File: config.mk
export PLATFORM = sky130hd
export DESIGN_NAME = coin_event_encoder
export DESIGN_NICKNAME = d
export VERILOG_FILES = /design/src/rtl/coin_pkg.sv /design/src/rtl/coin_debounce.sv /design/src/rtl/coin_event_encoder.sv
export SDC_FILE = /design/constraint.sdc
export NUM_CORES = 1
export LEC_CHECK = 0
export ABC_AREA = 1
export CAP_MARGIN = 25
export CORE_AREA = 2 2 44 67
export DETAILED_ROUTE_END_ITERATION = 10
export DIE_AREA = 0 0 46 69
export PLACE_DENSITY = 0.54
export REMOVE_ABC_BUFFERS = 1
export SYNTH_ARGS = -nofsm -noshare
export SYNTH_HDL_FRONTEND = slang
export SYNTH_HIERARCHICAL = 1
export SYNTH_SLANG_ARGS = --single-unit
export TNS_END_PERCENT = 100
File: constraint.sdc
create_clock -name clk -period 1 [get_ports clk]
set_input_delay 0.1 -clock clk [delete_from_list [all_inputs] [get_ports clk]]
set_output_delay 0.1 -clock clk [all_outputs]
set_load 0.1 [all_outputs]
File: src/rtl/coin_pkg.sv
// coin_pkg: shared types and helpers for the coin event encoder.
// Channel enumeration, default channel count and the priority/code helpers
// used by coin_event_encoder.
package coin_pkg;

  // Coin channels in ascending value; a higher index wins arbitration.
  typedef enum logic [1:0] {
    COIN_FARTHING = 2'd0,
    COIN_HAPENNY  = 2'd1,
    COIN_PENNY    = 2'd2
  } coin_e;

  localparam int NUM_COINS_DEFAULT = 3;

  // Widest channel vector the helpers handle (index fits in 4 bits).
  localparam int MAX_COINS = 15;

  // Output code for a channel index: index+1, so that 0 means "no coin".
  function automatic logic [3:0] code_of(input logic [3:0] index);
    return index + 4'd1;
  endfunction

  // Index of the most significant set bit; 0 when the vector is empty.
  function automatic logic [3:0] highest_set(input logic [MAX_COINS-1:0] vec);
    logic [3:0] idx;
    idx = '0;
    for (int i = 0; i < MAX_COINS; i++) begin
      if (vec[i]) idx = 4'(i);
    end
    return idx;
  endfunction

endpackage

File: src/rtl/coin_debounce.sv
// coin_debounce: single-channel level filter.
// The filtered level follows the input only after the input has disagreed
// with it for DEBOUNCE_CYCLES consecutive clocks; any agreeing sample
// restarts the count. Used by coin_event_encoder when COIN_DEBOUNCE_EN is set.
module coin_debounce #(
  parameter int DEBOUNCE_CYCLES = 4
) (
  input  logic clk,
  input  logic reset,
  input  logic din,
  output logic dout
);

  localparam int CNT_W = (DEBOUNCE_CYCLES < 1) ? 1 : $clog2(DEBOUNCE_CYCLES + 1);
  localparam logic [CNT_W-1:0] CNT_LAST = CNT_W'(DEBOUNCE_CYCLES - 1);

  logic [CNT_W-1:0] cnt;

  // Count consecutive mismatches; flip the filtered level on the last one.
  always_ff @(posedge clk or posedge reset) begin
    if (reset) begin
      cnt  <= '0;
      dout <= 1'b0;
    end else if (din != dout) begin
      if (cnt == CNT_LAST) begin
        dout <= din;
        cnt  <= '0;
      end else begin
        cnt <= cnt + 1'b1;
      end
    end else begin
      cnt <= '0;
    end
  end

endmodule

File: src/rtl/coin_event_encoder.sv
// coin_event_encoder: turns raw coin-sensor levels into a stream of coin
// codes (channel index + 1) on a valid/ready port.
// Each sensor bit is synchronised, rising edges are detected and held in a
// per-channel pending latch, and the highest pending channel is presented
// first. A rise on a channel that is already pending is lost and flagged
// on the sticky overrun output.
// Optional build macro: COIN_DEBOUNCE_EN inserts a coin_debounce filter
// after each synchroniser (DEBOUNCE_CYCLES stable samples).
//
// Handshake: code_out/code_valid are registered. A code is transferred on a
// clock edge where code_valid and code_ready are both 1. While code_valid is
// 1 and code_ready is 0, code_out and code_valid hold. A new code may be
// loaded on the same edge that accepts the previous one (1 event per clock).
module coin_event_encoder
  import coin_pkg::*;
#(
  parameter int  NUM_COINS       = NUM_COINS_DEFAULT,
  parameter int  DEBOUNCE_CYCLES = 4,
  localparam int CODE_W          = $clog2(NUM_COINS + 1)
) (
  input  logic                 clk,
  input  logic                 reset,
  input  logic [NUM_COINS-1:0] coin_in,
  output logic [CODE_W-1:0]    code_out,
  output logic                 code_valid,
  input  logic                 code_ready,
  output logic                 overrun,
  input  logic                 overrun_clr,
  output logic [NUM_COINS-1:0] pending
);

  logic [NUM_COINS-1:0] sync1;
  logic [NUM_COINS-1:0] sync2;
  logic [NUM_COINS-1:0] level;
  logic [NUM_COINS-1:0] prev;
  logic [NUM_COINS-1:0] rise;
  logic [NUM_COINS-1:0] req;
  logic [NUM_COINS-1:0] grant_oh;
  logic [NUM_COINS-1:0] keep;
  logic [NUM_COINS-1:0] drop;
  logic [NUM_COINS-1:0] pending_next;
  logic                 load;
  logic                 any_req;
  logic [3:0]           grant_idx;

  // Two-flop synchroniser per sensor bit.
  always_ff @(posedge clk or posedge reset) begin
    if (reset) begin
      sync1 <= '0;
      sync2 <= '0;
    end else begin
      sync1 <= coin_in;
      sync2 <= sync1;
    end
  end

`ifdef COIN_DEBOUNCE_EN
  // One debouncer per channel on the synchronised level.
  for (genvar i = 0; i < NUM_COINS; i++) begin : g_debounce
    coin_debounce #(
      .DEBOUNCE_CYCLES(DEBOUNCE_CYCLES)
    ) u_debounce (
      .clk  (clk),
      .reset(reset),
      .din  (sync2[i]),
      .dout (level[i])
    );
  end
`else
  // Without the filter the edge detector sees the synchronised level.
  assign level = sync2;

  logic unused_debounce_cfg;
  assign unused_debounce_cfg = ^DEBOUNCE_CYCLES;
`endif

  // Previous filtered level for rising-edge detection.
  always_ff @(posedge clk or posedge reset) begin
    if (reset) begin
      prev <= '0;
    end else begin
      prev <= level;
    end
  end

  // Edge detect, arbitration and next pending state.
  always_comb begin
    rise      = level & ~prev;
    req       = pending | rise;
    any_req   = |req;
    load      = !code_valid || code_ready;
    grant_idx = highest_set(MAX_COINS'(req));
    grant_oh  = '0;
    if (load && any_req) begin
      grant_oh = NUM_COINS'(1) << grant_idx;
    end
    // The granted channel's older event is consumed; a fresh rise on that
    // same channel survives as the next pending event, not an overrun.
    keep         = rise & pending & grant_oh;
    // Any other rise onto an already pending channel is lost.
    drop         = rise & pending & ~grant_oh;
    pending_next = (req & ~grant_oh) | keep;
  end

  // Output register, pending latches and sticky overrun flag.
  always_ff @(posedge clk or posedge reset) begin
    if (reset) begin
      code_out   <= '0;
      code_valid <= 1'b0;
      pending    <= '0;
      overrun    <= 1'b0;
    end else begin
      pending <= pending_next;
      // A new overrun in the same cycle as a clear keeps the flag set.
      overrun <= (|drop) | (overrun & ~overrun_clr);
      if (load) begin
        if (any_req) begin
          code_out   <= CODE_W'(code_of(grant_idx));
          code_valid <= 1'b1;
        end else begin
          code_valid <= 1'b0;
        end
      end
    end
  end

endmodule

==> metrics.md <==
| Metric | Value |
|---|---|
| Status | finished with violations |
| Failing checks | negative setup slack |
| # nets final | 98 |
| Relative slew slack | 86.2% |
| Final hold violation count | 0 |
| Post-layout util | 40.0% |
| Max Root-Sink Buffers | 2 |
| Die H | around 69 um |
| Largest family of logic cells by synthesized area | simple AND/OR/NAND/NOR gates |
| Compound-cell area share of the yosys netlist | under 10% |
| Simple-gate portion of the synthesized area | 23.5% |
| Critical path endpoint | code_valid |
| Routed Wire Length | 1.20 mm |
| Post-route cell area | 1040 sq um |
| Final min period | 1.08 ns |
| Area Overhead vs Synth | 59.4% |
| Max frequency | 928 MHz |
| Drt drc | 0 |
| Worst r2r src | pending[0] |
| GRT Overall Usage | 9.37% |
| Mapped Cells | 65 |
| R2R Setup Slk | -0.04 ns |
| HPWL after DPL | 887 um |
| Hold WS | about 0.14 ns |
| Slack of the critical path | -0.0780 ns |
| FF-to-FF End | code_out[1] |
| Critical Path Source | code_valid |
| Final ANT Viol Nets | 0 |
| Root Buffer | clkbuf_8 |
| Sink Count | 16 |
| H-tree Lvls | 1 |
| Routed len/inst | 10.4 um |
| I/O pins | 14 |
| CP Launch Type | flip-flop |
| Via count of the first global-routing pass | 521 |
| Critical Path End Type | primary output |
| Mapped Area | 651 sq um |
| Mux contribution to synthesized area | 0% |
| Syn avg cell area | around 10 sq um |
| Max-cap viol count | 0 |
| Drt pass-1 iters | 3 |
| Slew @ Worst Pin | 0.206 ns |
| Largest net degree at the start of global routing | 17 |
| DIE AREA | between 3000 and 4000 sq um |
| Via Count | 485 |
| DRT iter0 DRCs | 4 |
| Pwr/cell area | 2540 nW/um^2 |
| First-pass GRT wire length | approximately 2.1 mm |
| Layout cells sized above 1 | 40.0% |
| Vias per inst | 4.22 |
| VDD IR max | 1.87 mV |
| Area share of fa/ha/maj cells after synthesis | 0% |
| Clk_lat worst skew | ~0.25 ns |
| PortBufs | 13 |
| Final period util | 108% |
| CTS tree | built |
| Worst R2R Path Depth | 6 |
| Cell variety after synth | 16 |
| Gr ovfl total | 0 |
| Core Box Area | 2590 sq um |
| Crit Path Category | flip-flop to primary output |
| Leak | between 0.5 and 0.6 nW |
| Inserted Clock Buffers | 3 |
| Routability congestion estimate | ~0.74 |
| Crit path DAT | 0.98 ns |
| Maximum fanout along the worst path | 3 |
| Number of synthesized register bits | 16 |
| Clk slew on worst S/H paths | 0.06 ns |
| Clock skew | approximately 0.0067 ns |
| Initial core utilization | 25.1% |
| Final Slew Violations | 0 |
| Post-Synth XOR/XNOR Area | 0% |
| Total inserted antenna cells | 0 |
| Register area share after synthesis | roughly three fifths |
| DIE WIDTH | 46 um |
| Fill cells | 248 |
| CP required | 0.90 ns |
| Cell Area, Placed | between 900 and 1000 sq um |
| Ys Warns | 6 |
| RSZ-0062 raised after global routing | true |
| Hold Crit Class | primary input to asynchronous set/reset pin |
| Initial antenna violation count | 0 |
| Setup TNS | -0.402 ns |
| Row count | 23 |
| Final Setup Violations | 8 |
area by class of cell:
type                            count  area (sq um)  share of cell area [%]
Tap cell                           25          31.3                    3.02
Inverter                           14          52.6                    5.07
Multi-Input combinational cell     35           205                    19.8
Sequential cell                    16           402                    38.7
Timing Repair Buffer               21           292                    28.1
Clock buffer                        4          55.1                    5.31
what timing repair did:
item	4_1_cts	5_1_grt
gates cloned	0	0
pin swaps	0	3
endpoints found under the setup margin	6	10
hold buffers	0	0
gates resized for setup	7	4
endpoints found under the hold margin	0	0
buffers inserted	1	1
through the flow:
step,power [W],std cells,setup slack [ns]
2_1_floorplan,0.00152,65,-0.537
3_3_place_gp,0.00199,109,-0.127
3_5_place_dp,0.00200,109,-0.166
4_1_cts,0.00263,114,-0.0824
5_1_grt,0.00275,115,-0.109
6_report,0.00264,115,-0.0780
how the worst min path moves through the flow:
stage                             end  startpoint  slack, ns  cells past startpoint
after global placement       level[2]    sync1[2]       0.33                      0
after floorplan           code_out[0]       reset       0.01                      1
after CTS                    level[1]       reset       0.15                      3
after global routing         level[1]       reset       0.17                      3
after detailed placement     level[2]    sync1[2]       0.34                      0
final                        level[1]       reset       0.14                      3
registers in the layout (all words and copies together) (netlist names):
register and cells:
code_valid 1, overrun 1, level 3, pending 3, sync1 3, prev 3
code_out 2
cell families after synthesis:
kind of cell / count (synthesis)
and+or+nand+nor: 30
DFF: 16
buffers and inverters: 14
AOI/OAI and AO/OA: 5
routing by layer:
metal	vias up	track usage (%)	part of all wire [%]
met4	0	7.62	3.7
met1	223	11.1	39
met5	-	0	0
met3	5	1.57	3.7
li1	245	-	-
met2	12	13.9	54
power breakdown:
group	internal, W	switching [W]	total (W)
registers	0.000736	0.0000981	0.000834
clock network	0.000349	0.000218	0.000567
logic	0.000489	0.000745	0.00123
total	0.00157	0.00106	0.00264
cells in the mapped netlist:
library cell   n  area (sq um)
nand2_4        1          11.3
o21ai_1        1          5.00
a31oi_1        1          6.26
nand2_1       13          48.8
nand4_1        1          6.26
a21oi_2        2          17.5
nand2_2        4          25.0
inv_2          1          3.75
nor2_1         4          15.0
a21oi_4        1          16.3
dfrtp_1       16           400
clkinv_1       1          3.75
nand3_1        5          25.0
nor2_4         1          11.3
nand3_2        1          10.0
inv_1         12          45.0
worst max-delay path, cell delays in order, from the launching register on:
cell     delay (ns)
dfrtp_1        0.43
buf_6          0.14
buf_12         0.15
cell usage in the layout (no fill, tap or decap), types with 2 or more instances in the layout:
cell type,count
inv_1,10
dfrtp_1,15
nor2_1,4
buf_6,5
clkdlybuf4s50_1,6
nand2_2,7
buf_4,2
nand2_1,10
nand3_1,5
clkbuf_8,4
a21oi_2,2
inv_2,3
buf_12,8
Note: power is estimated with default switching activity, not from simulation.
